**src/rtl/dla_hld_ram_stream_reader_pkg.sv**
```systemverilog
// dla_hld_ram_stream_reader_pkg: shared FSM type and read-latency limits for the RAM stream reader
package dla_hld_ram_stream_reader_pkg;
  typedef enum logic [1:0] {IDLE, ISSUE, DRAIN} state_t;
  localparam int MIN_READ_LATENCY = 1;
  localparam int MAX_READ_LATENCY = 4;
  function automatic bit read_latency_ok(int l);
    return l >= MIN_READ_LATENCY && l <= MAX_READ_LATENCY;
  endfunction
endpackage

```
**src/rtl/dla_hld_ram_stream_reader_outbuf.sv**
```systemverilog
// dla_hld_ram_stream_reader_outbuf: small register FIFO holding returned {last, data} words
module dla_hld_ram_stream_reader_outbuf
  import dla_hld_ram_stream_reader_pkg::*;
#(
  parameter int DEPTH = 4,
  parameter int WIDTH = 33
) (
  input  logic             clock,
  input  logic             resetn,
  input  logic             wr_en,
  input  logic [WIDTH-1:0] wr_data,
  input  logic             rd_en,
  output logic [WIDTH-1:0] rd_data,
  output logic             empty
);
  localparam int PW = $clog2(DEPTH);
  localparam int CW = $clog2(DEPTH + 1);
  logic [WIDTH-1:0] mem [DEPTH];
  logic [PW-1:0] wr_ptr, rd_ptr;
  logic [CW-1:0] count;
  function automatic logic [PW-1:0] ptr_inc(logic [PW-1:0] p);
    return p == PW'(DEPTH - 1) ? '0 : p + PW'(1);
  endfunction
  always_ff @(posedge clock or negedge resetn)
    if (!resetn) begin
      wr_ptr <= '0;
      rd_ptr <= '0;
      count <= '0;
    end else begin
      wr_ptr <= wr_en ? ptr_inc(wr_ptr) : wr_ptr;
      rd_ptr <= rd_en ? ptr_inc(rd_ptr) : rd_ptr;
      count <= count + CW'(wr_en) - CW'(rd_en);
    end
  // Storage needs no reset: a word is only visible once counted in.
  always_ff @(posedge clock)
    if (wr_en) mem[wr_ptr] <= wr_data;
  assign rd_data = mem[rd_ptr];
  assign empty = count == '0;
endmodule

```
**src/rtl/dla_hld_ram_stream_reader.sv**
```systemverilog
// dla_hld_ram_stream_reader: streams a wrapping range of RAM words out of a fixed-latency read port,
// with credit flow control so the small output buffer can never overflow under backpressure.
module dla_hld_ram_stream_reader
  import dla_hld_ram_stream_reader_pkg::*;
#(
  parameter int DEPTH = 512,
  parameter int WIDTH = 32,
  parameter int READ_LATENCY = 2,
  localparam int ADDR = $clog2(DEPTH),
  localparam int OUTBUF_DEPTH = READ_LATENCY + 2
) (
  input  logic             clock,
  input  logic             resetn,
  input  logic             cmd_valid,
  output logic             cmd_ready,
  input  logic [ADDR-1:0]  cmd_base_addr,
  input  logic [ADDR:0]    cmd_count,
  output logic [ADDR-1:0]  ram_address,
  output logic             ram_read_enable,
  output logic             ram_in_clock_en,
  output logic             ram_out_clock_en,
  input  logic [WIDTH-1:0] ram_readdata,
  output logic             out_valid,
  input  logic             out_ready,
  output logic [WIDTH-1:0] out_data,
  output logic             out_last,
  output logic             busy
);
  localparam int CW = $clog2(OUTBUF_DEPTH + 1);
  if (!read_latency_ok(READ_LATENCY) || DEPTH < 2) begin : g_bad_param
    $error("dla_hld_ram_stream_reader: illegal DEPTH or READ_LATENCY");
  end
  state_t state, state_nxt;
  logic [ADDR-1:0] addr;
  logic [ADDR:0] remaining;
  logic [CW-1:0] credits;
  logic [READ_LATENCY-1:0] pipe_valid, pipe_last;
  logic issue, issue_last, pop, buf_empty;
  logic [WIDTH:0] buf_word;
  always_comb begin
    cmd_ready = state == IDLE;
    busy = state != IDLE;
    issue = state == ISSUE && credits != '0;
    issue_last = issue && remaining == (ADDR + 1)'(1);
    state_nxt = state;
    if (cmd_ready && cmd_valid && cmd_count != '0) state_nxt = ISSUE;
    if (issue_last) state_nxt = DRAIN;
    if (state == DRAIN && pop && out_last) state_nxt = IDLE;
  end
  always_ff @(posedge clock or negedge resetn)
    if (!resetn) begin
      state <= IDLE;
      credits <= CW'(OUTBUF_DEPTH);
      pipe_valid <= '0;
      pipe_last <= '0;
      addr <= '0;
      remaining <= '0;
    end else begin
      state <= state_nxt;
      credits <= credits - CW'(issue) + CW'(pop);
      // Shift the issue strobe in at bit 0; the top bit lines up with ram_readdata.
      pipe_valid <= READ_LATENCY'({pipe_valid, issue});
      pipe_last <= READ_LATENCY'({pipe_last, issue_last});
      if (cmd_ready && cmd_valid) begin
        addr <= cmd_base_addr;
        remaining <= cmd_count;
      end else if (issue) begin
        addr <= addr == ADDR'(DEPTH - 1) ? '0 : addr + ADDR'(1);
        remaining <= remaining - (ADDR + 1)'(1);
      end
    end
  dla_hld_ram_stream_reader_outbuf #(
    .DEPTH(OUTBUF_DEPTH),
    .WIDTH(WIDTH + 1)
  ) u_outbuf (
    .clock(clock),
    .resetn(resetn),
    .wr_en(pipe_valid[READ_LATENCY-1]),
    .wr_data({pipe_last[READ_LATENCY-1], ram_readdata}),
    .rd_en(pop),
    .rd_data(buf_word),
    .empty(buf_empty)
  );
  assign out_valid = !buf_empty;
  assign out_data = buf_word[WIDTH-1:0];
  assign out_last = out_valid && buf_word[WIDTH];
  assign pop = out_valid && out_ready;
  assign ram_address = addr;
  assign ram_read_enable = issue;
  assign ram_in_clock_en = 1'b1;
  assign ram_out_clock_en = 1'b1;
endmodule

```
**config.mk**
```make
export PLATFORM = sky130hd
export DESIGN_NAME = dla_hld_ram_stream_reader
export DESIGN_NICKNAME = d
export VERILOG_FILES = /design/src/rtl/dla_hld_ram_stream_reader_pkg.sv /design/src/rtl/dla_hld_ram_stream_reader_outbuf.sv /design/src/rtl/dla_hld_ram_stream_reader.sv
export SDC_FILE = /design/constraint.sdc
export NUM_CORES = 1
export LEC_CHECK = 0
export ABC_AREA = 1
export CORE_MARGIN = 2
export CORE_UTILIZATION = 55
export CTS_CLUSTER_SIZE = 25
export DETAILED_ROUTE_END_ITERATION = 8
export PLACE_DENSITY = 0.84
export SLEW_MARGIN = 30
export SYNTH_ARGS = -nofsm -noshare
export SYNTH_HDL_FRONTEND = slang
export SYNTH_SLANG_ARGS = --single-unit
```
**constraint.sdc**
```tcl
create_clock -name clock -period 3.9 [get_ports clock]
set_input_delay 0.39 -clock clock [delete_from_list [all_inputs] [get_ports clock]]
set_output_delay 0.39 -clock clock [all_outputs]
set_load 0.02 [all_outputs]
```
==> results.cfg <==
[run_status]
status = completed

[placement]
placed_area_sq_mm = 0.00817
port_buffers = 100
gp_congestion = 0.850
placed_cells = 865
dpl.hpwl_um = 9290

[sta]
tightest_slew_ps = 813
min_period_over_period_pct = 81.0
period_minus_slack_ps = 3160
hold_viol_final = 0
finClkSkew_ps = 3.88
slew_viol_final = 0
rsz0062_at_grt = no
final.setup.tns_ps = 0
slew-limit-headroom_pct = 45.7
setup_viol = 0
fmax_mhz = 317

[worst_setup_path]
crit_type = reg2out
cp.arrival_ps = 2770
crit_chain = clkinv_2 -> nand2_1 -> nand3_1 -> a21boi_0 -> clkdlybuf4s50_1
critPathMaxStageDelay_ps = 670
end_kind = output port
r2r_start = u_outbuf.count[1]
crit_end = out_last
cp_top_family = buffers and inverters
required_ps = 3510
slowest_stage = clkdlybuf4s50_1
timing.rr.end = u_outbuf.count[2]
cp-startpoint = u_outbuf.rd_ptr[0]
rrSetupSlack_ps = 1800
startpoint_type = flop
critPathBufInv = 2
path_max_fanout = 67
rr_worst_depth = 9
cp.depth = 5

[cells_and_area]
n_antenna_cell = 0
fillers = 882
stdcell_count = 897
final_area_sq_mm = 0.00875
area_growth_pct = 24.7
final_net_count = 780
drive_gt1_share_pct = 6.90

[floorplanning]
fp.dieH_um = 117
die-area_sq_mm = 0.0137
core_sq_mm = 0.0125
num_io_pins = 103
initial_utilization_pct = 56.1
die_w_um = 117
rows = 41

[clock_network]
ctsHoldBuffers = 0
htreeDepth = 4
cts-root-buf = clkbuf_16
clockBufferDepth = 2
cts_tree = built
cts_sinks = 167
cts_resized = 0
cts.clk_slew.worst_paths_ps = 60
post_cts_buffers = 0
clock_latency_ps = 420
cts_buffers = 17

[synth]
synth_most_common_cell = edfxtp_1
ys_seq_area_share_pct = 69.0
synth_area_sq_mm = 0.00702
synth_seq_cells = 167
netlist.area_leader.share_pct = 56.5
avgSynthCellArea_sq_um = 11.5
synth_ff_type = edfxtp_1
async_flop_share_pct = 21.0
synth.distinct_cells = 33
ys_top_cells_by_count = 132 x edfxtp_1, 97 x nand2_1, 91 x nor2_1
synth_edf_count = 132
yosysTopAreaCell = edfxtp_1
yosys_warnings = 0
syn_inst = 609
synth_area_leaders = edfxtp_1 56%, dfrtp_1 12%, o21ai_0 5.3%

[global_route]
grt_pass1_vias = 4906
grt_overflow = 0
grt_max_degree = 69
grt_usage_pct = 23.6
antenna_found_initial = 0
grt_pass1_wl_um = 24000

[routing]
drt_pass1_iterations = 6
drc = 0
wirelength_um = 15200
drt-initial-drc-count = 561
ant_nets = 0
num_vias = 4956
wl_per_cell_um = 16.9
viasPerCell = 5.53

[power]
leakage_nw = 3.35
p_total_mw = 7.93
powerDensity_mw_per_mm2 = 906
peakVddDrop_uv = 537

[job]
maxCapViolCount = 0

[worst_hold_path]
hp-class = reg2reg
[stage by stage]
stage                     hold WS [ps]  worst slack, ps  utilization, %
after CTS                          354              762            69.9
final                              360              742            69.9
after global routing               363              573            69.9
after global placement             332             1370            65.2
after floorplan                   94.4             1890               -
after detailed placement           336             1220            65.2
[how the worst min path moves through the flow]
stage                  start            end  slack (ps)  cells after the start
2_1_floorplan         resetn     credits[0]          90                      0
3_3_place_gp   pipe_valid[0]  pipe_valid[1]         330                      0
3_5_place_dp    pipe_last[0]   pipe_last[1]         340                      0
4_1_cts        pipe_valid[0]  pipe_valid[1]         350                      0
5_1_grt        pipe_valid[0]  pipe_valid[1]         360                      0
6_report       pipe_valid[0]  pipe_valid[1]         360                      0
[routing by layer]
metal  up-vias  routed length [um]  GRT usage [%]
li1       2308                   -              -
met1      2403                6020           29.9
met2       220                7920           40.3
met3        25                 977           4.53
met4         0                 256           9.96
met5         -                   0              0
[cell families (layout without fill, tap and decap cells)]
logic type	after synthesis	count (layout)	synth area share, %
buf+inv	73	188	4.62
xor+xnor	10	10	1.25
flops	167	167	69.0
compound gates	118	118	9.34
simple gates	227	227	13.2
fa+ha+maj	13	13	2.53
other cells	1	2	0.0534
[cell usage in the layout, fill, tap and decap left out, types with 2 or more instances in the layout]
cell type / instances
o211ai_1: 2
conb_1: 2
nand3_2: 2
ha_1: 11
clkinv_1: 2
o21ai_0: 75
dfrtp_1: 33
nor2_2: 2
o21ai_1: 3
clkinv_2: 2
xor2_1: 3
clkbuf_16: 17
nor2_1: 91
xnor2_1: 7
inv_6: 2
clkbuf_1: 3
inv_1: 44
nand2_1: 97
clkdlybuf4s50_1: 100
edfxtp_1: 132
a21oi_1: 2
o22ai_1: 32
buf_4: 10
fa_1: 2
nand3_1: 30
clkinvlp_4: 4
bufinv_16: 3
[final cells by class]
type                       instances  area (sq um)  share of cell area (%)
inverter                          46           176                    2.02
multi-input combinational        370          1860                    21.2
sequential                       167          4840                    55.3
timing repair buffer             110          1080                    12.3
clock buffer                      20           437                    4.99
clock inverter                    12           150                    1.72
tap                              172           215                    2.46
[flip-flops by register name, indices dropped and copies added (netlist names)]
signal / flops
pipe_valid: 2
pipe_last: 2
credits: 3
state: 2
remaining: 10
u_outbuf.wr_ptr: 2
ram_address: 9
u_outbuf.rd_ptr: 2
u_outbuf.count: 3
u_outbuf.mem: 132
[where the power goes]
part | internal [mW] | switching, mW | leakage (nW) | total, mW
registers | 2.64 | 0.259 | 1.65 | 2.90
logic | 1.26 | 2.11 | 1.43 | 3.38
clock network | 1.00 | 0.654 | 0.272 | 1.66
Note: power is estimated with default switching activity, not from simulation.
